===== config.mk =====
export PLATFORM = sky130hd
export DESIGN_NAME = mem_arbiter
export DESIGN_NICKNAME = d
export VERILOG_FILES = /design/src/rtl/mem_arb_pkg.sv /design/src/rtl/mem_arbiter_be_gen.sv /design/src/rtl/mem_arbiter.sv
export SDC_FILE = /design/constraint.sdc
export NUM_CORES = 1
export LEC_CHECK = 0
export CORE_MARGIN = 1
export CORE_UTILIZATION = 45
export DETAILED_ROUTE_END_ITERATION = 10
export HOLD_SLACK_MARGIN = 0.03
export PLACE_DENSITY = 0.87
export SYNTH_ARGS = -nofsm -noshare
export SYNTH_HDL_FRONTEND = slang
export SYNTH_SLANG_ARGS = --single-unit

===== constraint.sdc =====
create_clock -name clk -period 12.3 [get_ports clk]
set_input_delay 1.23 -clock clk [delete_from_list [all_inputs] [get_ports clk]]
set_output_delay 1.23 -clock clk [all_outputs]
set_load 0.005 [all_outputs]

===== src/rtl/mem_arb_pkg.sv =====
`default_nettype none
// ---------------------------------------------------------------------------
// mem_arb_pkg : shared types for the unified memory-port arbiter
// Rev 1.0
// ---------------------------------------------------------------------------
package mem_arb_pkg;

  typedef enum logic [1:0] {
    ST_IDLE   = 2'd0,
    ST_ACCESS = 2'd1,
    ST_RESP   = 2'd2
  } state_t;

  localparam logic [1:0] FMT_WORD = 2'b00;
  localparam logic [1:0] FMT_HALF = 2'b01;
  localparam logic [1:0] FMT_BYTE = 2'b10;

  typedef enum logic {
    OWN_IF = 1'b0,
    OWN_D  = 1'b1
  } owner_t;

endpackage
`default_nettype wire


===== src/rtl/mem_arbiter_be_gen.sv =====
`default_nettype none
// ---------------------------------------------------------------------------
// be_gen : byte enables, store-data lane replication and alignment check
// Rev 1.0
// ---------------------------------------------------------------------------
module be_gen
  import mem_arb_pkg::*;
(
  input  logic [1:0]  fmt,
  input  logic [1:0]  addr_lo,
  input  logic        we,
  input  logic [31:0] wdata,
  output logic [3:0]  be,
  output logic [31:0] wdata_rep,
  output logic        misalign
);

  // Reserved fmt falls through to word handling.
  always_comb begin
    be        = 4'b1111;
    wdata_rep = wdata;
    misalign  = (addr_lo != 2'b00);
    case (fmt)
      FMT_HALF: begin
        misalign  = addr_lo[0];
        wdata_rep = {2{wdata[15:0]}};
        if (we) be = addr_lo[1] ? 4'b1100 : 4'b0011;
      end
      FMT_BYTE: begin
        misalign  = 1'b0;
        wdata_rep = {4{wdata[7:0]}};
        if (we) be = 4'b0001 << addr_lo;
      end
      default: ;
    endcase
  end

endmodule
`default_nettype wire


===== src/rtl/mem_arbiter.sv =====
`default_nettype none
// ---------------------------------------------------------------------------
// mem_arbiter : round-robin share of one memory port between fetch and data
// Rev 1.0
// ---------------------------------------------------------------------------
module mem_arbiter
  import mem_arb_pkg::*;
#(
  parameter int MAX_WAIT = 15
) (
  input  logic        clk,
  input  logic        rst,
  input  logic        if_req,
  input  logic [31:0] if_addr,
  output logic        if_ack,
  output logic [31:0] if_rdata,
  output logic        if_err,
  input  logic        d_req,
  input  logic        d_we,
  input  logic [31:0] d_addr,
  input  logic [31:0] d_wdata,
  input  logic [1:0]  d_fmt,
  output logic        d_ack,
  output logic        d_err,
  output logic [31:0] d_rdata,
  output logic        mem_req,
  output logic        mem_we,
  output logic [31:0] mem_addr,
  output logic [3:0]  mem_be,
  output logic [31:0] mem_wdata,
  input  logic [31:0] mem_rdata,
  input  logic        mem_ready
);

  localparam int CW = $clog2(MAX_WAIT + 1);
  localparam logic [CW-1:0] C_MAX_WAIT = CW'(MAX_WAIT);

  state_t        state_q, state_d;
  owner_t        owner_q, owner_d, last_grant_q, last_grant_d, win;
  logic          err_q, err_d, we_q, we_d;
  logic [31:0]   addr_q, addr_d, wdata_q, wdata_d;
  logic [31:0]   if_rdata_q, if_rdata_d, d_rdata_q, d_rdata_d;
  logic [3:0]    be_q, be_d;
  logic [CW-1:0] cnt_q, cnt_d, cnt_inc;

  logic          grant, sel_we, sel_misalign;
  logic [1:0]    sel_fmt;
  logic [31:0]   sel_addr, sel_wdata;
  logic [3:0]    sel_be;

  // On a tie the requester not served last wins.
  always_comb begin
    grant = if_req | d_req;
    if (if_req && d_req) win = (last_grant_q == OWN_IF) ? OWN_D : OWN_IF;
    else if (d_req)      win = OWN_D;
    else                 win = OWN_IF;
  end

  assign sel_addr  = (win == OWN_IF) ? if_addr : d_addr;
  assign sel_we    = (win == OWN_D) && d_we;
  assign sel_fmt   = (win == OWN_IF) ? FMT_WORD : d_fmt;

  be_gen u_be_gen (
    .fmt       (sel_fmt),
    .addr_lo   (sel_addr[1:0]),
    .we        (sel_we),
    .wdata     (d_wdata),
    .be        (sel_be),
    .wdata_rep (sel_wdata),
    .misalign  (sel_misalign)
  );

  assign cnt_inc = cnt_q + CW'(1);

  always_comb begin
    state_d      = state_q;
    owner_d      = owner_q;
    last_grant_d = last_grant_q;
    err_d        = err_q;
    we_d         = we_q;
    addr_d       = addr_q;
    be_d         = be_q;
    wdata_d      = wdata_q;
    cnt_d        = cnt_q;
    if_rdata_d   = if_rdata_q;
    d_rdata_d    = d_rdata_q;
    case (state_q)
      ST_IDLE: begin
        if (grant) begin
          owner_d      = win;
          last_grant_d = win;
          addr_d       = {sel_addr[31:2], 2'b00};
          we_d         = sel_we;
          be_d         = sel_be;
          wdata_d      = sel_wdata;
          cnt_d        = '0;
          err_d        = sel_misalign;
          state_d      = sel_misalign ? ST_RESP : ST_ACCESS;
        end
      end
      ST_ACCESS: begin
        cnt_d = cnt_inc;
        if (mem_ready) begin
          err_d   = 1'b0;
          state_d = ST_RESP;
          if (!we_q) begin
            if (owner_q == OWN_IF) if_rdata_d = mem_rdata;
            else                   d_rdata_d  = mem_rdata;
          end
        end else if (cnt_inc == C_MAX_WAIT) begin
          err_d   = 1'b1;
          state_d = ST_RESP;
        end
      end
      ST_RESP: begin
        cnt_d   = '0;
        state_d = ST_IDLE;
      end
      default: state_d = ST_IDLE;
    endcase
  end

  always_ff @(posedge clk or posedge rst) begin
    if (rst) begin
      state_q      <= ST_IDLE;
      owner_q      <= OWN_IF;
      last_grant_q <= OWN_D;
      err_q        <= 1'b0;
      we_q         <= 1'b0;
      addr_q       <= '0;
      be_q         <= '0;
      wdata_q      <= '0;
      cnt_q        <= '0;
      if_rdata_q   <= '0;
      d_rdata_q    <= '0;
    end else begin
      state_q      <= state_d;
      owner_q      <= owner_d;
      last_grant_q <= last_grant_d;
      err_q        <= err_d;
      we_q         <= we_d;
      addr_q       <= addr_d;
      be_q         <= be_d;
      wdata_q      <= wdata_d;
      cnt_q        <= cnt_d;
      if_rdata_q   <= if_rdata_d;
      d_rdata_q    <= d_rdata_d;
    end
  end

  assign mem_req   = (state_q == ST_ACCESS);
  assign mem_we    = mem_req & we_q;
  assign mem_addr  = addr_q;
  assign mem_be    = be_q;
  assign mem_wdata = wdata_q;
  assign if_ack    = (state_q == ST_RESP) && (owner_q == OWN_IF);
  assign d_ack     = (state_q == ST_RESP) && (owner_q == OWN_D);
  assign if_err    = if_ack & err_q;
  assign d_err     = d_ack & err_q;
  assign if_rdata  = if_rdata_q;
  assign d_rdata   = d_rdata_q;

endmodule
`default_nettype wire


==> run_summary.xml, run 1 <==
<?xml version="1.0" encoding="UTF-8"?>
<metrics>
  <group name="outcome">
    <metric name="status" unit="">completed</metric>
  </group>
  <group name="die">
    <metric name="die_width" unit="µm">118</metric>
    <metric name="die_height" unit="µm">118</metric>
    <metric name="placementRows" unit="">41</metric>
    <metric name="num_io_pins" unit="">274</metric>
    <metric name="start_util" unit="">0.470</metric>
    <metric name="fp.coreArea" unit="µm²">12900</metric>
    <metric name="floorplan.die_area" unit="µm²">13900</metric>
  </group>
  <group name="synth">
    <metric name="synth.ff_latch_count" unit="">140</metric>
    <metric name="post_synth_inst_count" unit="">532</metric>
    <metric name="yosys.area.top_type" unit="">sky130_fd_sc_hd__dfrtp_1</metric>
    <metric name="ys_warn_count" unit="">0</metric>
    <metric name="async_reset_ff_frac" unit="">1.00</metric>
    <metric name="synth_area_leaders" unit="">sky130_fd_sc_hd__dfrtp_1 (57%), sky130_fd_sc_hd__mux2_2 (12%), sky130_fd_sc_hd__mux2i_1 (5.1%)</metric>
    <metric name="synth_area" unit="µm²">6050</metric>
    <metric name="synthDominantCellAreaShare" unit="">0.575</metric>
    <metric name="synth-main-ff-cell" unit="">sky130_fd_sc_hd__dfrtp_1</metric>
    <metric name="synth-edff-count" unit="">0</metric>
    <metric name="synth.lib_cells_used.distinct" unit="">44</metric>
    <metric name="synth_area_per_cell" unit="µm²">11.4</metric>
    <metric name="synth_sequential_area_ratio" unit="">0.579</metric>
  </group>
  <group name="worst_hold_path">
    <metric name="hp-class" unit="">reg2reg</metric>
    <metric name="hold_path_startpoint" unit="">mem_addr[7]$_DFFE_PP0P_</metric>
    <metric name="min_delay_path_depth" unit="">2</metric>
    <metric name="hold_end" unit="">mem_addr[7]$_DFFE_PP0P_</metric>
  </group>
  <group name="placement">
    <metric name="buffer_ports.inserted" unit="">271</metric>
    <metric name="gp_congestion" unit="">0.859</metric>
    <metric name="hpwl" unit="µm">12600</metric>
  </group>
  <group name="final_layout">
    <metric name="final_cell_mix" unit="">sky130_fd_sc_hd__clkdlybuf4s50_1 (271), sky130_fd_sc_hd__dfrtp_1 (139), sky130_fd_sc_hd__nand2_1 (70), sky130_fd_sc_hd__nor2_1 (63), sky130_fd_sc_hd__mux2_2 (62)</metric>
    <metric name="fin_nets" unit="">937</metric>
    <metric name="antenna-diode-count" unit="">0</metric>
    <metric name="leading_cell_type_in_the_layout_fill_and_taps_excluded" unit="">sky130_fd_sc_hd__clkdlybuf4s50_1</metric>
    <metric name="share_of_post_route_cells_with_drive_strength_above_1" unit="">0.135</metric>
    <metric name="area.growth.synth_to_final" unit="%">56.5</metric>
    <metric name="core_utilization_of_the_finished_layout" unit="">0.735</metric>
    <metric name="fillCellCount" unit="">886</metric>
  </group>
  <group name="sta">
    <metric name="timing.fmax" unit="MHz">233</metric>
    <metric name="final_hold_viol_count" unit="">0</metric>
    <metric name="worst_slew_margin_rel" unit="">0.305</metric>
    <metric name="timing.clock.skew" unit="ps">4.90</metric>
    <metric name="worst_pin_slew" unit="ps">1040</metric>
    <metric name="setup_viol" unit="">0</metric>
    <metric name="finalCritPeriodShare" unit="">0.349</metric>
    <metric name="finalMaxSlewViolations" unit="">0</metric>
    <metric name="finalSetupTns" unit="ps">0</metric>
    <metric name="rsz_0062_raised_after_global_routing" unit="">false</metric>
    <metric name="fin_crit" unit="ps">4290</metric>
  </group>
  <group name="global_routing">
    <metric name="via_count_of_the_first_global_routing_pass" unit="">5411</metric>
    <metric name="grt_antenna_before_repair" unit="">0</metric>
    <metric name="grt.overflow.total" unit="">0</metric>
    <metric name="grt_pass1_wl" unit="µm">27700</metric>
    <metric name="largest_net_degree_at_the_start_of_global_routing" unit="">83</metric>
    <metric name="grt_use_total" unit="">0.255</metric>
  </group>
  <group name="routing">
    <metric name="drtPass1Iterations" unit="">4</metric>
    <metric name="route.vias.total" unit="">5160</metric>
    <metric name="routed_wirelength" unit="µm">16900</metric>
    <metric name="antenna_violating_nets_post_route" unit="">0</metric>
    <metric name="detail_route.wl_per_cell" unit="µm">17.3</metric>
    <metric name="vias_per_instance" unit="">5.27</metric>
    <metric name="remaining_drc_errors" unit="">0</metric>
    <metric name="drtIter0Drc" unit="">372</metric>
  </group>
  <group name="pwr">
    <metric name="static-leakage-power" unit="nW">4.07</metric>
    <metric name="irDropWorstVdd" unit="V">0.000108</metric>
    <metric name="power.density_cell_area" unit="nW/µm²">239</metric>
  </group>
  <group name="worst_setup_path">
    <metric name="critical_path.max_stage_delay" unit="ps">1010</metric>
    <metric name="critPathMostFrequentCell" unit="">sky130_fd_sc_hd__nor2_1</metric>
    <metric name="r2r-start" unit="">last_grant_q$_DFFE_PP1P_</metric>
    <metric name="path_cells" unit="">clkdlybuf4s50_1 &gt; a21boi_4 &gt; buf_4 &gt; nand2_1 &gt; ha_1 &gt; nor2_1 &gt; a221oi_1 &gt; nor2_1</metric>
    <metric name="type_of_the_setup_path_with_the_least_slack" unit="">in2reg</metric>
    <metric name="reg_to_reg_end" unit="">mem_wdata[17]$_DFFE_PP0P_</metric>
    <metric name="worst_endpoint_required_time" unit="ps">12590</metric>
    <metric name="start_kind" unit="">primary input</metric>
    <metric name="critical_path_peak_fanout" unit="">39</metric>
    <metric name="worstPathBufferInverterCount" unit="">2</metric>
    <metric name="crit_slowest_cell" unit="">sky130_fd_sc_hd__ha_1</metric>
    <metric name="cp-end-kind" unit="">flop</metric>
    <metric name="number_of_cell_instances_on_the_worst_register_to_register_path" unit="">7</metric>
    <metric name="worst-endpoint-arrival" unit="ps">4580</metric>
    <metric name="setup_slack_on_the_worst_flop_to_flop_path" unit="ps">9170</metric>
    <metric name="crit_family" unit="">buffers and inverters</metric>
  </group>
  <group name="run">
    <metric name="cap_violations" unit="">0</metric>
  </group>
  <group name="cts">
    <metric name="number_of_buffers_on_the_longest_clock_path" unit="">2</metric>
    <metric name="numClockSinks" unit="">140</metric>
    <metric name="cts_tree" unit="">done</metric>
    <metric name="cts_post_setup_buffers_inserted" unit="">0</metric>
    <metric name="clk_tree_root_cell" unit="">sky130_fd_sc_hd__clkbuf_16</metric>
    <metric name="cts_made_buffers" unit="">17</metric>
    <metric name="worstSkewPairLatency" unit="ps">410</metric>
    <metric name="postCtsResizedCells" unit="">0</metric>
    <metric name="clkSlewWorstSetupHoldPaths" unit="ps">60</metric>
    <metric name="cts-hold-fix-buffers" unit="">0</metric>
    <metric name="ctsHtreeMaxLevel" unit="">4</metric>
  </group>
</metrics>
## how the worst max path moves through the flow
stage                     cells past startpoint                   endpoint  start  slack [ps]
after floorplan                               1       cnt_q[0]$_DFFE_PP0P_    rst        7320
after global placement                        8  mem_wdata[17]$_DFFE_PP0P_  d_req        7890
after detailed placement                      8  mem_wdata[16]$_DFFE_PP0P_  d_req        7650
after CTS                                     8  mem_wdata[17]$_DFFE_PP0P_  d_req        8060
after global routing                          8  mem_wdata[19]$_DFFE_PP0P_  d_req        7780
final                                         8  mem_wdata[17]$_DFFE_PP0P_  d_req        8010
## final cells by class
cell class	count	area, µm²	share of cell area
Clock buffer	23	478	0.0505
Tap cell	172	215	0.0227
Multi-Input combinational cell	353	2390	0.252
Clock inverter	7	90.1	0.00951
Inverter	8	35.0	0.00370
Sequential cell	140	3500	0.370
Timing Repair Buffer	277	2760	0.291
## flip-flops by register name (all words and copies together), names as in the netlist
register      cells
d_rdata          32
if_rdata         32
mem_wdata        32
mem_addr         30
cnt_q             4
mem_be            4
state_q           2
err_q             1
last_grant_q      1
owner_q           1
we_q              1
## per-stage QoR
step / area [µm²] / worst slack (ps) / instances / total power [mW] / hold slack [ps]
finish: 9470 / 8010 / 980 / 2.26 / 474
global route: 9470 / 7780 / 980 / 2.40 / 493
CTS: 9470 / 8060 / 980 / 2.28 / 482
detailed placement: 8900 / 7650 / 950 / 1.78 / 464
global placement: 8900 / 7890 / 950 / 1.73 / 462
floorplan: 6050 / 7320 / 533 / 1.19 / 446
## layer usage
layer / routed length [µm] / GRT usage / vias to the layer above
li1: - / - / 2371
met1: 6460 / 0.295 / 2522
met2: 8710 / 0.437 / 244
met3: 1410 / 0.0872 / 23
met4: 335 / 0.0873 / 0
met5: 0 / 0 / -
## cells in the mapped netlist, drive strengths merged (2+ instances only)
cell type,instances
nor3,2
buf,13
a221oi,8
mux2,65
o21ai,46
nand2,71
inv,8
o22a,2
a21oi,24
and3,2
a22oi,9
nand3,2
and2,4
clkbuf,19
o211ai,2
and2b,2
ha,4
mux2i,31
dfrtp,139
nor2,63
## power breakdown
part           internal, mW  switching (mW)  leakage, nW  total [mW]
Clock                 0.311           0.181        0.275       0.492
Sequential            0.683           0.142         1.70       0.825
Combinational         0.577           0.370         2.10       0.947
## worst reg2reg max path, stage by stage, from the launching register on
cell,delay (ps)
sky130_fd_sc_hd__dfstp_2,380
sky130_fd_sc_hd__a21boi_4,110
sky130_fd_sc_hd__buf_4,510
sky130_fd_sc_hd__nand2_1,200
sky130_fd_sc_hd__ha_1,1010
sky130_fd_sc_hd__nor2_1,360
sky130_fd_sc_hd__a221oi_1,370
sky130_fd_sc_hd__nor2_1,70
## cells by family (layout without fill, tap and decap cells)
kind of cell | Yosys count | in the layout | synth area share
AOI/OAI and AO/OA | 96 | 96 | 0.0953
adders and majority gates | 4 | 4 | 0.00827
buffers and inverters | 40 | 315 | 0.0306
muxes | 96 | 96 | 0.173
other | 1 | 2 | 0.000620
DFF | 140 | 140 | 0.579
and+or+nand+nor | 155 | 155 | 0.113
No activity file was read; power rests on OpenSTA's default activity.
==> inputs of run 2 (changes only) <==
Settings changed: CORE_UTILIZATION 45 to 42, PLACE_DENSITY 0.87 to 0.82.
Clock period 12.3 ns to 4.3 ns, I/O delays scaled along.
==> run 2 against run 1 <==
  * Total power grew to 2.9 times the previous value
  * Clock power grew to 3.0 times the previous value
  * Worst hold slack better by 4.3 ps
  * Largest power group unchanged
  * Sequential power rose to 2.8 times the previous value
  * Cell count rose by 1.2%
  * Via count is 0.95% lower
  * Routed wire length shrank 0.18%
  * First-iteration DRC count down 35%
  * Setup slack got worse by 6400 ps
  * Final area increased by 0.58%
  * Utilization shrank 5.5 points
  * Combinational power rose to 2.9 times the previous value
==> run_summary.xml, run 2 (same netlist as run 1, synthesis figures left out) <==
<?xml version="1.0" encoding="UTF-8"?>
<metrics>
  <group name="outcome">
    <metric name="status" unit="">completed</metric>
  </group>
  <group name="sta">
    <metric name="final_hold_viol_count" unit="">0</metric>
    <metric name="rsz_0062_raised_after_global_routing" unit="">false</metric>
    <metric name="setup_viol" unit="">0</metric>
    <metric name="fin_crit" unit="ps">2670</metric>
    <metric name="finalWorstSetupSlack" unit="ps">1630</metric>
    <metric name="worst_pin_slew" unit="ps">1130</metric>
    <metric name="worst_slew_margin_rel" unit="">0.244</metric>
    <metric name="fin_worst_hold_slack" unit="ps">478</metric>
    <metric name="finalMaxSlewViolations" unit="">0</metric>
    <metric name="finalSetupTns" unit="ps">0</metric>
    <metric name="finalCritPeriodShare" unit="">0.620</metric>
    <metric name="timing.fmax" unit="MHz">375</metric>
    <metric name="timing.clock.skew" unit="ps">8.75</metric>
  </group>
  <group name="worst_setup_path">
    <metric name="worst-endpoint-arrival" unit="ps">3000</metric>
    <metric name="r2r-start" unit="">last_grant_q$_DFFE_PP1P_</metric>
    <metric name="setup_slack_on_the_worst_flop_to_flop_path" unit="ps">1930</metric>
    <metric name="number_of_cell_instances_on_the_worst_register_to_register_path" unit="">8</metric>
    <metric name="path_cells" unit="">clkdlybuf4s50_1 &gt; a21boi_4 &gt; and2_1 &gt; ha_1 &gt; nor2_1 &gt; nor2_1 &gt; a221oi_1 &gt; nor2_1</metric>
    <metric name="critPathMostFrequentCell" unit="">sky130_fd_sc_hd__nor2_1</metric>
    <metric name="type_of_the_setup_path_with_the_least_slack" unit="">in2reg</metric>
    <metric name="critical_path_peak_fanout" unit="">13</metric>
    <metric name="start_kind" unit="">primary input</metric>
    <metric name="cp-end-kind" unit="">flop</metric>
    <metric name="crit_family" unit="">simple AND/OR/NAND/NOR gates</metric>
    <metric name="crit_slowest_cell" unit="">sky130_fd_sc_hd__clkdlybuf4s50_1</metric>
    <metric name="worst_endpoint_required_time" unit="ps">4640</metric>
    <metric name="worstPathBufferInverterCount" unit="">1</metric>
    <metric name="reg_to_reg_end" unit="">mem_wdata[22]$_DFFE_PP0P_</metric>
    <metric name="critical_path.max_stage_delay" unit="ps">610</metric>
  </group>
  <group name="placement">
    <metric name="buffer_ports.inserted" unit="">271</metric>
    <metric name="placed_cell_area" unit="µm²">8930</metric>
    <metric name="number_of_placed_instances_taps_included" unit="">960</metric>
    <metric name="gp_congestion" unit="">0.809</metric>
    <metric name="dp_slack" unit="ps">1330</metric>
    <metric name="hpwl" unit="µm">12200</metric>
  </group>
  <group name="global_routing">
    <metric name="grt_pass1_wl" unit="µm">26300</metric>
    <metric name="largest_net_degree_at_the_start_of_global_routing" unit="">117</metric>
    <metric name="via_count_of_the_first_global_routing_pass" unit="">5189</metric>
    <metric name="grt_antenna_before_repair" unit="">0</metric>
    <metric name="grt.overflow.total" unit="">0</metric>
    <metric name="grt_use_total" unit="">0.232</metric>
  </group>
  <group name="pwr">
    <metric name="irDropWorstVdd" unit="V">0.000356</metric>
    <metric name="power.share.switching" unit="">0.307</metric>
    <metric name="internal_power" unit="mW">4.52</metric>
    <metric name="power_frac_comb" unit="">0.414</metric>
    <metric name="switching_power" unit="mW">2.01</metric>
    <metric name="power.density_cell_area" unit="nW/µm²">686</metric>
    <metric name="clock_power_share" unit="">0.226</metric>
    <metric name="p_seq_frac" unit="">0.360</metric>
    <metric name="static-leakage-power" unit="nW">4.09</metric>
  </group>
  <group name="die">
    <metric name="floorplan.die_area" unit="µm²">14900</metric>
    <metric name="start_util" unit="">0.432</metric>
    <metric name="die_height" unit="µm">122</metric>
    <metric name="die_width" unit="µm">122</metric>
    <metric name="fp.coreArea" unit="µm²">14000</metric>
    <metric name="num_io_pins" unit="">274</metric>
    <metric name="placementRows" unit="">43</metric>
  </group>
  <group name="cts">
    <metric name="ctsHtreeMaxLevel" unit="">4</metric>
    <metric name="clk_tree_root_cell" unit="">sky130_fd_sc_hd__clkbuf_16</metric>
    <metric name="cts_post_setup_buffers_inserted" unit="">0</metric>
    <metric name="cts_tree" unit="">done</metric>
    <metric name="number_of_buffers_on_the_longest_clock_path" unit="">2</metric>
    <metric name="worstSkewPairLatency" unit="ps">410</metric>
    <metric name="cts-hold-fix-buffers" unit="">0</metric>
    <metric name="numClockSinks" unit="">140</metric>
    <metric name="cts_made_buffers" unit="">17</metric>
    <metric name="clkSlewWorstSetupHoldPaths" unit="ps">60</metric>
    <metric name="postCtsResizedCells" unit="">0</metric>
  </group>
  <group name="worst_hold_path">
    <metric name="hp-class" unit="">reg2reg</metric>
    <metric name="hold_path_startpoint" unit="">mem_addr[15]$_DFFE_PP0P_</metric>
    <metric name="hold_end" unit="">mem_addr[15]$_DFFE_PP0P_</metric>
    <metric name="min_delay_path_depth" unit="">2</metric>
  </group>
  <group name="final_layout">
    <metric name="share_of_post_route_cells_with_drive_strength_above_1" unit="">0.143</metric>
    <metric name="area.growth.synth_to_final" unit="%">57.4</metric>
    <metric name="final_cells" unit="">992</metric>
    <metric name="antenna-diode-count" unit="">0</metric>
    <metric name="fin_nets" unit="">939</metric>
    <metric name="final_area" unit="µm²">9520</metric>
    <metric name="final_cell_mix" unit="">sky130_fd_sc_hd__clkdlybuf4s50_1 (271), sky130_fd_sc_hd__dfrtp_1 (139), sky130_fd_sc_hd__nand2_1 (70), sky130_fd_sc_hd__nor2_1 (63), sky130_fd_sc_hd__mux2_2 (62)</metric>
    <metric name="leading_cell_type_in_the_layout_fill_and_taps_excluded" unit="">sky130_fd_sc_hd__clkdlybuf4s50_1</metric>
    <metric name="fillCellCount" unit="">1056</metric>
  </group>
  <group name="routing">
    <metric name="vias_per_instance" unit="">5.15</metric>
    <metric name="antenna_violating_nets_post_route" unit="">0</metric>
    <metric name="detail_route.wl_per_cell" unit="µm">17.0</metric>
    <metric name="remaining_drc_errors" unit="">0</metric>
    <metric name="route.vias.total" unit="">5111</metric>
    <metric name="drtPass1Iterations" unit="">4</metric>
    <metric name="routed_wirelength" unit="µm">16900</metric>
    <metric name="drtIter0Drc" unit="">243</metric>
  </group>
  <group name="run">
    <metric name="cap_violations" unit="">0</metric>
  </group>
</metrics>
-- run 2: cell count changes in the layout (fill, tap and decap cells not counted), sizes merged --
cell      delta
bufinv       +1
buf          +2
clkbuf       -6
inv          +1
clkinv       +5
clkinvlp     +1
-- run 2: cell type report --
cell class	count	area, µm²	area share
Timing Repair Buffer	279	2770	0.291
Clock inverter	15	173	0.0181
Multi-Input combinational cell	353	2390	0.251
Tap cell	180	225	0.0236
Sequential cell	140	3500	0.368
Inverter	8	35.0	0.00368
Clock buffer	17	425	0.0447
-- run 2: through the flow --
step,total power [mW],utilization
finish,6.53,0.681
global route,6.94,0.681
CTS,6.61,0.681
detailed placement,5.09,0.638
global placement,4.98,0.638
floorplan,3.39,-
-- run 2: power by group through the flow --
stage	logic [mW]	registers [mW]	clock network, mW
2_1_floorplan	1.05	2.34	0
3_3_place_gp	2.65	2.33	0
3_5_place_dp	2.72	2.37	0
4_1_cts	2.75	2.36	1.51
5_1_grt	2.95	2.43	1.56
6_report	2.71	2.35	1.47
-- run 2: worst reg2reg max path: stages, from the launching register on --
cell and delay, ps:
sky130_fd_sc_hd__dfstp_2 550, sky130_fd_sc_hd__a21boi_4 80, sky130_fd_sc_hd__and2_1 200, sky130_fd_sc_hd__inv_1 60
sky130_fd_sc_hd__ha_1 490, sky130_fd_sc_hd__nor2_1 80, sky130_fd_sc_hd__nor2_1 470, sky130_fd_sc_hd__a221oi_1 220
sky130_fd_sc_hd__nor2_1 170
-- run 2: how the worst max path moves through the flow --
stage                                      start                   endpoint  slack, ps  cells past startpoint
final                                      d_req  mem_wdata[22]$_DFFE_PP0P_       1630                      8
after global routing                       d_req  mem_wdata[22]$_DFFE_PP0P_       1490                      8
after CTS                 state_q[0]$_DFFE_PP0P_                     mem_we       1700                      4
after global placement                     d_req          err_q$_DFFE_PP0P_       1450                      7
after detailed placement                   d_req  mem_wdata[22]$_DFFE_PP0P_       1330                      8
after floorplan                              rst       cnt_q[0]$_DFFE_PP0P_        120                      1
-- run 2: layer usage --
| layer | wire length (µm) | GRT usage | share of wire | vias to the layer above |
|---|---|---|---|---|
| met5 | 0 | 0 | 0 | - |
| met2 | 8670 | 0.406 | 0.51 | 214 |
| met3 | 1320 | 0.0669 | 0.078 | 28 |
| li1 | - | - | - | 2377 |
| met1 | 6530 | 0.265 | 0.39 | 2492 |
| met4 | 367 | 0.0957 | 0.022 | 0 |
==> inputs of run 3 (changes only) <==
Settings changed: CORE_UTILIZATION 42 to 38, PLACE_DENSITY 0.82 to 0.78.
Clock period 4.3 ns to 2.25 ns, I/O delays scaled along.
==> run 3 against run 2 <==
  * Routed wire length grew 2.1%
  * Die area rose by 10%
  * Clock power rose by 80%
==> run_summary.xml, run 3 (same netlist as run 1, synthesis figures left out) <==
<?xml version="1.0" encoding="UTF-8"?>
<metrics>
  <group name="outcome">
    <metric name="status" unit="">completed</metric>
  </group>
  <group name="sta">
    <metric name="timing.fmax" unit="MHz">465</metric>
    <metric name="setup_viol" unit="">0</metric>
    <metric name="finalCritPeriodShare" unit="">0.956</metric>
    <metric name="final_hold_viol_count" unit="">0</metric>
    <metric name="fin_crit" unit="ps">2150</metric>
    <metric name="finalMaxSlewViolations" unit="">0</metric>
    <metric name="timing.clock.skew" unit="ps">11.3</metric>
    <metric name="rsz_0062_raised_after_global_routing" unit="">false</metric>
    <metric name="fin_worst_hold_slack" unit="ps">248</metric>
  </group>
  <group name="worst_setup_path">
    <metric name="critical_path_peak_fanout" unit="">12</metric>
    <metric name="number_of_cell_instances_on_the_worst_register_to_register_path" unit="">7</metric>
    <metric name="r2r-start" unit="">last_grant_q$_DFFE_PP1P_</metric>
    <metric name="worst-endpoint-arrival" unit="ps">1930</metric>
    <metric name="start_kind" unit="">flop</metric>
    <metric name="startpoint" unit="">state_q[0]$_DFFE_PP0P_</metric>
    <metric name="setup_slack_on_the_worst_flop_to_flop_path" unit="ps">160</metric>
    <metric name="worst_endpoint_required_time" unit="ps">2030</metric>
    <metric name="type_of_the_setup_path_with_the_least_slack" unit="">reg2out</metric>
    <metric name="cp-end-kind" unit="">primary output</metric>
    <metric name="reg_to_reg_end" unit="">mem_wdata[31]$_DFFE_PP0P_</metric>
  </group>
  <group name="pwr">
    <metric name="power_frac_comb" unit="">0.432</metric>
    <metric name="p_seq_frac" unit="">0.356</metric>
    <metric name="power.density_cell_area" unit="nW/µm²">1290</metric>
    <metric name="static-leakage-power" unit="nW">4.14</metric>
    <metric name="switching_power" unit="mW">3.98</metric>
    <metric name="irDropWorstVdd" unit="V">0.000645</metric>
    <metric name="internal_power" unit="mW">8.45</metric>
    <metric name="clock_power_share" unit="">0.212</metric>
    <metric name="power.share.switching" unit="">0.320</metric>
  </group>
  <group name="routing">
    <metric name="drtPass1Iterations" unit="">5</metric>
    <metric name="routed_wirelength" unit="µm">17200</metric>
    <metric name="drtIter0Drc" unit="">388</metric>
    <metric name="detail_route.wl_per_cell" unit="µm">16.7</metric>
    <metric name="remaining_drc_errors" unit="">0</metric>
    <metric name="vias_per_instance" unit="">4.97</metric>
    <metric name="route.vias.total" unit="">5134</metric>
    <metric name="antenna_violating_nets_post_route" unit="">0</metric>
  </group>
  <group name="die">
    <metric name="num_io_pins" unit="">274</metric>
    <metric name="die_width" unit="µm">128</metric>
    <metric name="die_height" unit="µm">128</metric>
    <metric name="start_util" unit="">0.394</metric>
    <metric name="fp.coreArea" unit="µm²">15400</metric>
    <metric name="placementRows" unit="">45</metric>
    <metric name="floorplan.die_area" unit="µm²">16400</metric>
  </group>
  <group name="global_routing">
    <metric name="grt.overflow.total" unit="">0</metric>
    <metric name="grt_pass1_wl" unit="µm">27200</metric>
    <metric name="grt_use_total" unit="">0.218</metric>
    <metric name="via_count_of_the_first_global_routing_pass" unit="">5296</metric>
    <metric name="grt_antenna_before_repair" unit="">0</metric>
    <metric name="largest_net_degree_at_the_start_of_global_routing" unit="">83</metric>
  </group>
  <group name="placement">
    <metric name="gp_congestion" unit="">0.888</metric>
    <metric name="buffer_ports.inserted" unit="">271</metric>
    <metric name="placed_cell_area" unit="µm²">9110</metric>
    <metric name="hpwl" unit="µm">13100</metric>
  </group>
  <group name="cts">
    <metric name="ctsHtreeMaxLevel" unit="">4</metric>
    <metric name="cts_post_setup_buffers_inserted" unit="">0</metric>
    <metric name="cts_made_buffers" unit="">17</metric>
    <metric name="numClockSinks" unit="">140</metric>
    <metric name="worstSkewPairLatency" unit="ps">420</metric>
    <metric name="number_of_buffers_on_the_longest_clock_path" unit="">2</metric>
    <metric name="cts_tree" unit="">done</metric>
    <metric name="clkSlewWorstSetupHoldPaths" unit="ps">70</metric>
    <metric name="clk_tree_root_cell" unit="">sky130_fd_sc_hd__clkbuf_16</metric>
  </group>
  <group name="final_layout">
    <metric name="fillCellCount" unit="">1176</metric>
    <metric name="multi_input_comb_area" unit="µm²">2400</metric>
    <metric name="ff_latch_area" unit="µm²">3500</metric>
    <metric name="area.growth.synth_to_final" unit="%">59.8</metric>
    <metric name="share_of_post_route_cells_with_drive_strength_above_1" unit="">0.157</metric>
    <metric name="leading_cell_type_in_the_layout_fill_and_taps_excluded" unit="">sky130_fd_sc_hd__clkdlybuf4s50_1</metric>
    <metric name="final_area" unit="µm²">9670</metric>
    <metric name="final_cell_mix" unit="">sky130_fd_sc_hd__clkdlybuf4s50_1 (271), sky130_fd_sc_hd__dfrtp_1 (139), sky130_fd_sc_hd__nand2_1 (70), sky130_fd_sc_hd__nor2_1 (62), sky130_fd_sc_hd__mux2_2 (62)</metric>
    <metric name="antenna-diode-count" unit="">0</metric>
    <metric name="fin_nets" unit="">950</metric>
  </group>
  <group name="run">
    <metric name="cap_violations" unit="">0</metric>
  </group>
  <group name="worst_hold_path">
    <metric name="hp-class" unit="">in2async</metric>
  </group>
</metrics>
run 3: worst max path at each step:
stage                                      endpoint  slack [ps]  cells after the start
after detailed placement  mem_wdata[20]$_DFFE_PP0P_        -150                      9
after floorplan                   err_q$_DFFE_PP0P_           3                      9
after global routing      mem_wdata[31]$_DFFE_PP0P_           9                      7
after CTS                                    mem_we           5                      5
after global placement    mem_wdata[22]$_DFFE_PP0P_         -20                      9
final                                        mem_we         100                      5
run 3: metal layers:
metal	GRT usage	wire (µm)
met5	0	0
met4	0.0962	506
met3	0.0593	1360
met2	0.387	8940
met1	0.245	6440
run 3: critical path, stage by stage (launching register included):
cell and delay, ps:
sky130_fd_sc_hd__dfrtp_1 380, sky130_fd_sc_hd__buf_4 210, sky130_fd_sc_hd__nand2b_2 130, sky130_fd_sc_hd__inv_2 110, sky130_fd_sc_hd__and2_1 120, sky130_fd_sc_hd__clkdlybuf4s50_1 560
run 3: through the flow:
stage / TNS (ps) / instances / power [mW] / util / worst slack [ps]
floorplan: 0 / 533 / 6.49 / - / 3.37
global placement: -110 / 1002 / 9.66 / 0.592 / -19.2
detailed placement: -1160 / 1002 / 9.88 / 0.592 / -148
CTS: 0 / 1034 / 12.6 / 0.629 / 5.42
global route: 0 / 1034 / 13.2 / 0.629 / 9.42
finish: 0 / 1034 / 12.4 / 0.629 / 98.3
run 3: cell type report:
type | count | area share
flip-flops and latches | 140 | 0.363
inverters | 8 | 0.00349
clock buffers | 18 | 0.0444
clock inverters | 14 | 0.0131
well taps | 211 | 0.0273
repair buffers | 290 | 0.301
multi-input cells | 353 | 0.249
run 3: repair_timing:
| action | 4_1_cts | 5_1_grt |
|---|---|---|
| gates resized for setup | 1 | 2 |
| setup endpoints to repair | 1 | 9 |
| hold buffers | 0 | 0 |
run 3: power by group through the flow:
stage	Clock (mW)	Sequential [mW]	Combinational (mW)
after global placement	0	4.40	5.25
after global routing	2.79	4.57	5.86
final	2.64	4.42	5.37
after detailed placement	0	4.47	5.41
after CTS	2.69	4.44	5.44
after floorplan	0	4.47	2.02
